### src/rtl/riscv_pkg.sv
// Shared RV32 decode definitions: major opcodes, the canonical NOP and the immediate formats.
// Also holds the operand-usage helpers used by hazard detection.
package riscv_pkg;

  localparam logic [6:0] LOAD   = 7'b0000011;
  localparam logic [6:0] STORE  = 7'b0100011;
  localparam logic [6:0] BRANCH = 7'b1100011;
  localparam logic [6:0] OP     = 7'b0110011;
  localparam logic [6:0] OP_IMM = 7'b0010011;
  localparam logic [6:0] LUI    = 7'b0110111;
  localparam logic [6:0] AUIPC  = 7'b0010111;
  localparam logic [6:0] JAL    = 7'b1101111;
  localparam logic [6:0] JALR   = 7'b1100111;

  localparam logic [31:0] NOP_INSTR = 32'h0000_0013;

  typedef enum logic [2:0] {
    FMT_NONE,
    FMT_I,
    FMT_S,
    FMT_B,
    FMT_U,
    FMT_J
  } imm_fmt_e;

  function automatic logic uses_rs1(input logic [6:0] opcode);
    return !(opcode == LUI || opcode == AUIPC || opcode == JAL);
  endfunction

  function automatic logic uses_rs2(input logic [6:0] opcode);
    return (opcode == OP || opcode == STORE || opcode == BRANCH);
  endfunction

endpackage

### src/rtl/imm_gen.sv
// Combinational immediate generator: classifies the opcode into an immediate format
// and produces the sign-extended immediate (0 for OP and unknown opcodes).
module imm_gen
  import riscv_pkg::*;
(
  input  logic [31:0] instr,
  output logic [31:0] imm,
  output imm_fmt_e    fmt
);

  // NOTE: every combinational output gets a default first so no path can infer a latch.
  always_comb begin
    fmt = FMT_NONE;
    case (instr[6:0])
      LOAD, OP_IMM, JALR: fmt = FMT_I;
      STORE:              fmt = FMT_S;
      BRANCH:             fmt = FMT_B;
      LUI, AUIPC:         fmt = FMT_U;
      JAL:                fmt = FMT_J;
      default:            fmt = FMT_NONE;
    endcase
  end

  always_comb begin
    imm = '0;
    case (fmt)
      FMT_I: imm = {{20{instr[31]}}, instr[31:20]};
      FMT_S: imm = {{20{instr[31]}}, instr[31:25], instr[11:7]};
      FMT_B: imm = {{19{instr[31]}}, instr[31], instr[7], instr[30:25], instr[11:8], 1'b0};
      FMT_U: imm = {instr[31:12], 12'b0};
      FMT_J: imm = {{11{instr[31]}}, instr[31], instr[19:12], instr[20], instr[30:21], 1'b0};
      default: imm = '0;
    endcase
  end

endmodule

### src/rtl/id_issue_stage.sv
// Decode/issue stage: owns the register-file read port, holds one instruction for execute,
// inserts a load-use bubble, flushes on redirect and bypasses same-edge writeback collisions.
module id_issue_stage
  import riscv_pkg::*;
#(
  parameter int DATA_WIDTH    = 32,
  parameter int ADDRESS_WIDTH = 5
) (
  input  logic                     clk,
  input  logic                     rst_n,
  input  logic                     if_valid,
  output logic                     if_ready,
  input  logic [DATA_WIDTH-1:0]    if_instr,
  input  logic [DATA_WIDTH-1:0]    if_pc,
  output logic [ADDRESS_WIDTH-1:0] rf_ad1,
  output logic [ADDRESS_WIDTH-1:0] rf_ad2,
  input  logic [DATA_WIDTH-1:0]    rf_rd1,
  input  logic [DATA_WIDTH-1:0]    rf_rd2,
  input  logic                     wb_we,
  input  logic [ADDRESS_WIDTH-1:0] wb_rd,
  input  logic [DATA_WIDTH-1:0]    wb_data,
  input  logic                     flush,
  input  logic                     ex_stall,
  output logic                     ex_valid,
  output logic [DATA_WIDTH-1:0]    ex_pc,
  output logic [DATA_WIDTH-1:0]    ex_instr,
  output logic [ADDRESS_WIDTH-1:0] ex_rd,
  output logic [DATA_WIDTH-1:0]    ex_rs1_val,
  output logic [DATA_WIDTH-1:0]    ex_rs2_val,
  output logic [DATA_WIDTH-1:0]    ex_imm
);

  logic [6:0]               if_op, ex_op;
  logic [ADDRESS_WIDTH-1:0] if_rs1, if_rs2, ex_rs1, ex_rs2;
  logic                     hold, advance, accept, load_use;
  logic                     wr_hit1, wr_hit2;
  logic                     hit1, hit2;
  logic [DATA_WIDTH-1:0]    shadow1, shadow2;
  imm_fmt_e                 ex_fmt;

  assign if_op  = if_instr[6:0];
  assign if_rs1 = if_instr[19:15];
  assign if_rs2 = if_instr[24:20];
  assign ex_op  = ex_instr[6:0];
  assign ex_rs1 = ex_instr[19:15];
  assign ex_rs2 = ex_instr[24:20];

  imm_gen u_imm_gen (
    .instr (ex_instr),
    .imm   (ex_imm),
    .fmt   (ex_fmt)
  );

  assign ex_rd = (ex_fmt == FMT_S || ex_fmt == FMT_B) ? '0 : ex_instr[11:7];

  assign load_use = ex_valid && (ex_op == LOAD) && (ex_rd != '0) && if_valid &&
                    ((uses_rs1(if_op) && if_rs1 == ex_rd) ||
                     (uses_rs2(if_op) && if_rs2 == ex_rd));

  // A flush always lets the stage advance, even under an execute stall.
  assign hold     = ex_valid && ex_stall && !flush;
  assign advance  = !hold;
  assign if_ready = !flush && !load_use && (!ex_valid || !ex_stall);
  assign accept   = if_valid && if_ready;

  // While holding, the file keeps re-reading the held sources so late writes are picked up.
  assign rf_ad1 = advance ? if_rs1 : ex_rs1;
  assign rf_ad2 = advance ? if_rs2 : ex_rs2;

  assign wr_hit1 = wb_we && (wb_rd != '0) && (wb_rd == rf_ad1);
  assign wr_hit2 = wb_we && (wb_rd != '0) && (wb_rd == rf_ad2);

  // NOTE: sequential state is assigned with non-blocking (<=) only, so all flops update together.
  always_ff @(posedge clk or negedge rst_n) begin
    if (!rst_n) begin
      ex_valid <= 1'b0;
      ex_instr <= NOP_INSTR;
      ex_pc    <= '0;
    end else if (flush) begin
      ex_valid <= 1'b0;
    end else if (accept) begin
      ex_valid <= 1'b1;
      ex_instr <= if_instr;
      ex_pc    <= if_pc;
    end else if (advance) begin
      ex_valid <= 1'b0;
    end
  end

  always_ff @(posedge clk or negedge rst_n) begin
    if (!rst_n) begin
      hit1 <= 1'b0;
      hit2 <= 1'b0;
    end else if (flush) begin
      hit1 <= 1'b0;
      hit2 <= 1'b0;
    end else begin
      if (wr_hit1)      hit1 <= 1'b1;
      else if (advance) hit1 <= 1'b0;
      if (wr_hit2)      hit2 <= 1'b1;
      else if (advance) hit2 <= 1'b0;
    end
  end

  // NOTE: shadow data is qualified by hit1/hit2, so it needs no reset and lives in a reset-free block.
  always_ff @(posedge clk) begin
    if (wr_hit1) shadow1 <= wb_data;
    if (wr_hit2) shadow2 <= wb_data;
  end

  assign ex_rs1_val = (ex_rs1 == '0) ? '0 : (hit1 ? shadow1 : rf_rd1);
  assign ex_rs2_val = (ex_rs2 == '0) ? '0 : (hit2 ? shadow2 : rf_rd2);

endmodule

### config.mk
export PLATFORM = sky130hd
export DESIGN_NAME = id_issue_stage
export DESIGN_NICKNAME = d
export VERILOG_FILES = /design/src/rtl/riscv_pkg.sv /design/src/rtl/imm_gen.sv /design/src/rtl/id_issue_stage.sv
export SDC_FILE = /design/constraint.sdc
export NUM_CORES = 1
export LEC_CHECK = 0
export BUFFER_PORTS_ARGS = -buffer_cell sky130_fd_sc_hd__buf_2
export CORE_AREA = 2 2 134 136
export DETAILED_ROUTE_END_ITERATION = 8
export DIE_AREA = 0 0 136 138
export PLACE_DENSITY = 0.71
export SLEW_MARGIN = 10
export SYNTH_ARGS = -nofsm -noshare
export SYNTH_HDL_FRONTEND = slang
export SYNTH_HIERARCHICAL = 1
export SYNTH_SLANG_ARGS = --single-unit
### constraint.sdc
create_clock -name clk -period 8.5 [get_ports clk]
set_input_delay 0 -clock clk [delete_from_list [all_inputs] [get_ports clk]]
set_output_delay 0 -clock clk [all_outputs]
set_load 0.05 [all_outputs]
Yosys cells after proc, flatten, opt, wreduce, memory -nomap -nowiden:

Cells that the tools add are included.

* muxes and demuxes: 16
* equality and inequality tests: 26
* reductions and logical operators: 33
* bitwise gates (word level): 1

Operators with widths (number)
* 32-bit case mux with 5 select lines: 1
* 32-bit two-way mux: 4
* 7-bit by 6-bit equality test with 1-bit output, second input constant: 5
* 7-bit equality test, second input constant: 5
* 7-bit by 5-bit equality test with 1-bit output, second input constant: 3
* 5-bit equality test: 4
* 5-bit two-way mux: 3
* 3-bit case mux with 5 select lines: 1
* 1-bit logical AND: 14
* 5-bit zero test: 2
* 5-bit nonzero test: 2
* 3-bit by 2-bit inequality test with 1-bit output, second input constant: 3
* 7-bit by 2-bit equality test with 1-bit output, second input constant: 1
* 1-bit logical OR: 7
* 1-bit two-way mux: 7
* 3-bit by 2-bit equality test with 1-bit output, second input constant: 2
* 3-bit equality test, second input constant: 2
* 1-bit zero test: 5
* 3-bit by 1-bit equality test with 1-bit output, second input constant: 1
* 3-bit OR reduction: 1
* 2-bit AND reduction: 1
* 2-bit OR reduction: 1
* 1-bit NOT: 1

* output and inout port bits: 177
* register bits after elaboration: 131
* bits of input ports: 171

Longest topological paths before layout:

Gate-level depths: netlist (run 1).

* word-level depth: 16
* mapped depth: 13
* mapped depth without buffers: 8

Modules after synthesis:

The synthesis (run 1) kept the hierarchy.

By module, submodules not included
* id_issue_stage: cells an instance 436, sequential area each 3602.2 µm², area an instance 6222.2 µm², times used 1
* imm_gen: cells an instance 76, sequential area each 0.0 µm², area an instance 610.6 µm², times used 1

Worst setup path after synthesis (run 1):

Ideal clock, no wire load.

* path kind: register to register
* start point: reg ex_valid
* end point: reg shadow2[0], enable pin
* setup time: 417 ps
* cell stages (with the launch flop): 7
* arrival: 3344 ps
* buffers on the path: 1
* setup slack: 4738 ps
* cell sequence: dfrtp_1 nand3b_4 buf_6 mux2_2 xor2_1 or4_1 nor3_2

* word-level cells in the longest chain between the ends: 5

RTL lines
* from (decl): line id_issue_stage.sv:24 `output logic ex_valid,`
* from (signal assigned): line id_issue_stage.sv:76 `ex_valid <= 1'b0;`
* from (signal assigned): line id_issue_stage.sv:80 `ex_valid <= 1'b0;`
* from (signal assigned): line id_issue_stage.sv:82 `ex_valid <= 1'b1;`
* 1-bit logical AND (2 in a row): line id_issue_stage.sv:61 `assign hold = ex_valid && ex_stall && !flush;`
* 5-bit two-way mux: line id_issue_stage.sv:68 `assign rf_ad2 = advance ? if_rs2 : ex_rs2;`
* named net rf_ad2[0]: line id_issue_stage.sv:16 `output logic [ADDRESS_WIDTH-1:0] rf_ad2,`
* 5-bit equality test: line id_issue_stage.sv:71 `assign wr_hit2 = wb_we && (wb_rd != '0) && (wb_rd == rf_ad2);`
* 1-bit logical AND: line id_issue_stage.sv:71
* named net wr_hit2: line id_issue_stage.sv:36 `logic wr_hit1, wr_hit2;`
* to (signal assigned): line id_issue_stage.sv:108 `if (wr_hit2) shadow2 <= wb_data;`
* to (decl): line id_issue_stage.sv:38 `logic [DATA_WIDTH-1:0] shadow1, shadow2;`

The timed path passes the listed nets, and every way through them passes these cells.
A chain may end at the register's enable or synchronous reset.

Worst setup path after layout (run 1):

* start point: reg ex_instr[4]
* end point: reg ex_pc[29]

* word-level cells in the longest chain between the ends: 15
* elaborated cells between the ends (all ways): 30
* classes of those cells: 12 x eq/ne; 2 x mux; 16 x reduce/logical

RTL lines
* from (decl): line id_issue_stage.sv:26 `output logic [DATA_WIDTH-1:0] ex_instr,`
* from (signal assigned): line id_issue_stage.sv:83 `ex_instr <= if_instr;`
* 7-bit by 2-bit equality test with 1-bit output, or another cell as far along: line imm_gen.sv:14 `case (instr[6:0])`
* 3-bit OR reduction or 2-bit OR reduction (tied branches): line imm_gen.sv:14
* 3-bit case mux with 5 select lines *: line imm_gen.sv:14
* named net ex_fmt[2]: line id_issue_stage.sv:39 `imm_fmt_e ex_fmt;`
* 3-bit by 2-bit equality test with 1-bit output: line id_issue_stage.sv:54 `assign ex_rd = (ex_fmt == FMT_S || ex_fmt == FMT_B) ? '0 : ex_instr[11:7];`
* 1-bit logical OR *: line id_issue_stage.sv:54
* 5-bit two-way mux *: line id_issue_stage.sv:54
* 5-bit equality test, or another cell as far along: line id_issue_stage.sv:57 `((uses_rs1(if_op) && if_rs1 == ex_rd) ||`
* 1-bit logical AND, on equally long branches: line id_issue_stage.sv:57, id_issue_stage.sv:56, id_issue_stage.sv:58
* 1-bit logical OR or 1-bit logical AND (tied branches): line id_issue_stage.sv:57, id_issue_stage.sv:56
* 1-bit logical AND *: line id_issue_stage.sv:56 `assign load_use = ex_valid && (ex_op == LOAD) && (ex_rd != '0) && if_valid &&`
* 1-bit zero test *: line id_issue_stage.sv:63 `assign if_ready = !flush && !load_use && (!ex_valid || !ex_stall);`
* 1-bit logical AND * (2 in a row): line id_issue_stage.sv:63
* 1-bit logical AND *: line id_issue_stage.sv:64 `assign accept = if_valid && if_ready;`
* 2-bit AND reduction (no source line) *
* to (signal assigned): line id_issue_stage.sv:84 `ex_pc <= if_pc;`
* to (decl): line id_issue_stage.sv:25 `output logic [DATA_WIDTH-1:0] ex_pc,`

The timed path passes the listed nets; every way through them passes the cells marked *.

==> run metrics, run 1 <==
status completed; fillcell total 1448; die footprint 0.01877 mm2; leakage 4.794 nW; DR pass1 iterations 4; pre-CTS setup slack 4.697 ns; vias per cell 4.864; P&R area growth vs syn 50.59%; Max Freq 261.0 MHz; layout cells sized above 1 49.79%; worst slew pin tran 1.070 ns; starting density of the core 38.95%; wire per inst 17.46 um; Worst Setup End Kind flip-flop; Clock Sinks 131; Final setup viols 0; CTS Root Cell clkbuf_16; CTS clk-pin slew, worst paths 0.06 ns; H-Tree Depth 4; Ports 348; Post-Syn Area 0.006829 mm2; initial antenna violation count 1; vias 5798; number of global-route vias before repair 5896; Tot GR Track Use 21.75%; Hold Crit Class primary input to flip-flop; Final Hold Vio Count 0; DRC violations left 0; Startpoint Class flip-flop; final worst-path setup slack 4.669 ns; Slew Limit Fails 0; first-pass GRT wire length 31540 um; crit path time final 3.831 ns; WS Path Type flip-flop to flip-flop; P per Cell Area 224.4 mW/mm2; max-cap violations 0; critical path fanouts, max 51; CP Data Required Time 8.81 ns; Peak VDD IR 148.4 uV; Clock Skew 0.009902 ns; CTS Buf Count 17; Core ar. 0.01753 mm2; Synth Area per Inst 13.36 um2; total grt overflow 0; area of the multi-input gates 0.003020 mm2; unrepaired setup endpoints after global routing no; Die Span X 136 um; clock buffer depth 2; input/output buffers 347; nets 1120; syn_nets 682; Die Ht 138 um; Data arrival, critical path 4.14 ns; Slew HR 28.13%; FF/Latch Area 0.003605 mm2; Gate Count Post-Synth 511; TNS Setup 0 ns; DP HPWL 14550 um; fin crit share 45.07%; DRT Wirelength 20810 um; Synth Warn # 6; Final ANT Viol Nets 0; clk_lat worst skew 0.42 ns; CTS tree yes; cell row count 49; pin count of the biggest net entering global routing 68; detailed router's first-iteration violation count 248; Placer Congestion 0.8946
-- layout by cell type, fill, tap and decap left out, types with 8 or more instances in the layout --
cell,instances
xor2_1,10
clkbuf_16,17
mux2i_1,64
dlygate4sd3_1,98
mux2_4,53
dfrtp_1,62
and2_1,13
a21o_1,19
mux2_2,22
inv_6,8
buf_2,347
nor2_1,71
edfxtp_1,64
-- critical path, stage by stage, from the launching register on --
cell      delay (ns)
dfstp_2         0.64
or3b_4          0.42
a21boi_4        0.32
nand2b_2        0.30
a21oi_1         0.10
o22a_1          0.19
nand4_1         0.10
and4_4          0.43
buf_4           0.71
mux2_2          0.42
-- metal layers --
layer  GRT usage (%)  wire length (um)
met1           25.65              8280
met2           38.24             10460
met4           7.072               415
met5               0                 0
met3           5.721              1654
-- worst paths after layout --
path	start	depth (start not counted)	slack [ns]	endpoint
worst max-delay path	ex_instr[4]$_DFFE_PN1P_	9	4.67	ex_pc[29]$_DFFE_PN0P_
worst min-delay path	ex_stall	4	0.17	ex_valid$_DFFE_PN0P_
worst max register to register	ex_instr[4]$_DFFE_PN1P_	9	4.67	ex_pc[29]$_DFFE_PN0P_
worst min register to register	ex_pc[16]$_DFFE_PN0P_	1	0.51	ex_pc[16]$_DFFE_PN0P_
max in group asynchronous	rst_n	3	7.56	hit1$_DFFE_PN0P_
min in group asynchronous	rst_n	3	0.32	ex_instr[6]$_DFFE_PN0P_
-- sequential cells by signal, summed over array words and instances (netlist names) --
| signal | cells |
|---|---|
| hit1 | 1 |
| shadow1 | 32 |
| hit2 | 1 |
| ex_valid | 1 |
| shadow2 | 32 |
| ex_pc | 32 |
| ex_instr | 32 |
-- power breakdown --
| group | internal, W | total [W] | leakage, nW | switching (W) |
|---|---|---|---|---|
| combinational | 0.000247 | 0.000768 | 3.14 | 0.000520 |
| clock | 0.000440 | 0.000735 | 0.291 | 0.000296 |
| sequential | 0.000727 | 0.000805 | 1.36 | 0.0000778 |
-- timing repair --
action	in CTS	in global routing
hold buffers	98	0
gates resized for setup	0	0
endpoints found under the hold margin	194	0
setup buffers	0	0
-- cell type report --
cell class	instances	area share (%)
Tap cell	229	2.786
Inverter	4	0.1460
Timing Repair Buffer	451	26.86
Multi-Input combinational cell	344	29.37
Antenna cell	1	0.02433
Sequential cell	131	35.05
Clock inverter	15	1.618
Clock buffer	17	4.137
-- through the flow --
step	total power, W	std cells	instance area (um2)	hold WS (ns)	utilization (%)
global route	0.002398	1192	10280	0.1916	58.65
CTS	0.002323	1191	10280	0.1685	58.63
finish	0.002308	1192	10280	0.1683	58.65
detailed placement	0.001542	1061	8708	0.1918	49.66
floorplan	0.001346	511	6829	-0.2956	-
global placement	0.001536	1061	8708	0.1880	49.66
(Power assumes the default switching activity.)
==> inputs of run 2 (changes only) <==
--- a/config.mk
+++ b/config.mk
@@ -6,10 +6,10 @@
 export NUM_CORES = 1
 export LEC_CHECK = 0
 export BUFFER_PORTS_ARGS = -buffer_cell sky130_fd_sc_hd__buf_2
-export CORE_AREA = 2 2 134 136
+export CORE_AREA = 2 2 135 137
 export DETAILED_ROUTE_END_ITERATION = 8
-export DIE_AREA = 0 0 136 138
-export PLACE_DENSITY = 0.71
+export DIE_AREA = 0 0 137 139
+export PLACE_DENSITY = 0.73
 export SLEW_MARGIN = 10
 export SYNTH_ARGS = -nofsm -noshare
 export SYNTH_HDL_FRONTEND = slang
==> constraint.sdc (replaced) <==
create_clock -name clk -period 3.49 [get_ports clk]
set_input_delay 0 -clock clk [delete_from_list [all_inputs] [get_ports clk]]
set_output_delay 0 -clock clk [all_outputs]
set_load 0.05 [all_outputs]
==> run metrics, run 2 (synthesis gave the netlist of run 1 again) <==
CP Data Required Time 3.79 ns; Ports 348; die footprint 0.01904 mm2; leakage 4.810 nW; Core ar. 0.01766 mm2; Clock Skew 0.009189 ns; most common cell after layout, fill and taps aside buf_2; initial antenna violation count 3; Final setup viols 0; reg-to-reg endpoint ex_pc[25]$_DFFE_PN0P_; layout cells sized above 1 50.21%; P&R area growth vs syn 51.21%; fin crit share 92.58%; status completed; DR pass1 iterations 5; WS Path Type flip-flop to flip-flop; worst reg-to-reg path cell count 9; fillcell total 1446; max-cap violations 0; Min Hold Slack 0.08112 ns; cell row count 49; number of global-route vias before repair 6164; H-Tree Depth 4; Slew Limit Fails 0; CTS Root Cell clkbuf_16; vias per cell 4.967; total grt overflow 0; setup slack, reg-to-reg 0.26 ns; Max Freq 309.5 MHz; DRT Wirelength 21900 um; input/output buffers 347; DP HPWL 15470 um; Die Ht 139 um; Final ANT Viol Nets 0; clk_lat worst skew 0.42 ns; TNS Setup 0 ns; unrepaired setup endpoints after global routing no; Peak VDD IR 343.3 uV; Data arrival, critical path 3.53 ns; Slew HR 33.61%; pin count of the biggest net entering global routing 48; CTS Buf Count 17; critical path fanouts, max 36; first-pass GRT wire length 33000 um; Tot GR Track Use 22.70%; P per Cell Area 543.2 mW/mm2; Layout Utilization 58.48%; Final Cell Area 0.01033 mm2; wire per inst 18.30 um; Die Span X 137 um; Startpoint Class flip-flop; worst slew pin tran 0.9959 ns; DRC violations left 0; Hold Crit Class primary input to async pin; Placer Congestion 0.9426; commonest cells after routing, fill and taps aside buf_2 (347), dlygate4sd3_1 (98), nor2_1 (71); Reg2Reg Launch Point ex_instr[4]$_DFFE_PN1P_; CTS clk-pin slew, worst paths 0.06 ns; Worst Setup End Kind flip-flop; detailed router's first-iteration violation count 254; starting density of the core 38.68%; vias 5946; clock buffer depth 2; crit path launch ex_instr[4]$_DFFE_PN1P_; Clock Sinks 131; nets 1125; Worst Setup EP ex_pc[25]$_DFFE_PN0P_; Final Hold Vio Count 0; crit path time final 3.231 ns; placed inst area 0.008758 mm2; CTS tree yes
## run 2: cell count changes in the layout (fill, tap and decap cells not counted)
cell        before  now
buf_4            6   10
buf_12           0    1
nor2b_1          3    2
clkbuf_1         0    1
clkinv_2         0    1
diode_2          1    2
clkinv_4         2    3
clkinvlp_4       0    2
inv_8            1    0
clkinv_1         2    0
inv_6            8    5
nor2b_2          0    1
## run 2: worst min path at each step
stage          start                        to  cells after the start
6_report       rst_n   ex_instr[5]$_DFFE_PN0P_                      2
5_1_grt        rst_n   ex_instr[6]$_DFFE_PN0P_                      2
4_1_cts        rst_n   ex_instr[6]$_DFFE_PN0P_                      2
3_5_place_dp   rst_n   ex_instr[6]$_DFFE_PN0P_                      1
3_3_place_gp   rst_n   ex_instr[2]$_DFFE_PN0P_                      1
2_1_floorplan  rst_n  ex_instr[10]$_DFFE_PN0P_                      0
## run 2: repair_timing
action                                  in CTS  in global routing
buffers inserted                             0                  0
hold buffers                                98                  0
gates resized for setup                      0                  1
hold endpoints to repair                   150                  0
endpoints found under the setup margin       0                 48
## run 2: final cells by class
type / instances / area (um2) / share of cell area, %
timing repair buffer: 456 / 2813 / 27.24
multi-input combinational: 344 / 3023 / 29.27
clock buffer: 18 / 429.2 / 4.156
sequential: 131 / 3605 / 34.91
tap: 229 / 286.5 / 2.775
clock inverter: 13 / 150.1 / 1.454
inverter: 4 / 15.01 / 0.1454
antenna: 2 / 5.005 / 0.04847
## run 2: metrics by stage
stage / setup slack, ns / instances / total power (W)
after floorplan: 0.1865 / 511 / 0.003281
after global placement: 0.4329 / 1066 / 0.003758
after detailed placement: 0.3058 / 1066 / 0.003778
after CTS: 0.2925 / 1195 / 0.005642
after global routing: 0.05462 / 1196 / 0.005823
final: 0.2590 / 1197 / 0.005609
## run 2: where the power goes
part	leakage [nW]	switching [W]	internal (W)	total, W
logic	3.17	0.00129	0.000611	0.00190
clock network	0.278	0.000698	0.00106	0.00176
registers	1.36	0.000179	0.00177	0.00195
total	4.81	0.00217	0.00344	0.00561
## run 2: worst max-delay path, stage by stage (launching register included)
cell and delay, ns:
dfstp_2 0.64, or3b_4 0.42, a21boi_4 0.14, nand2b_2 0.25
nand2_1 0.10, a2111oi_1 0.43, nand4_1 0.19, and4_4 0.34
buf_12 0.23, mux2_4 0.33
## run 2: per-layer routing
| metal | part of all wire, % | vias to the layer above | wire length (um) | GRT usage (%) |
|---|---|---|---|---|
| li1 | - | 2779 | - | - |
| met1 | 38 | 2840 | 8295 | 26.12 |
| met2 | 50 | 289 | 11040 | 39.15 |
| met3 | 9.2 | 36 | 2021 | 7.273 |
| met4 | 2.4 | 2 | 525 | 8.302 |
| met5 | 0.059 | - | 13 | 0 |
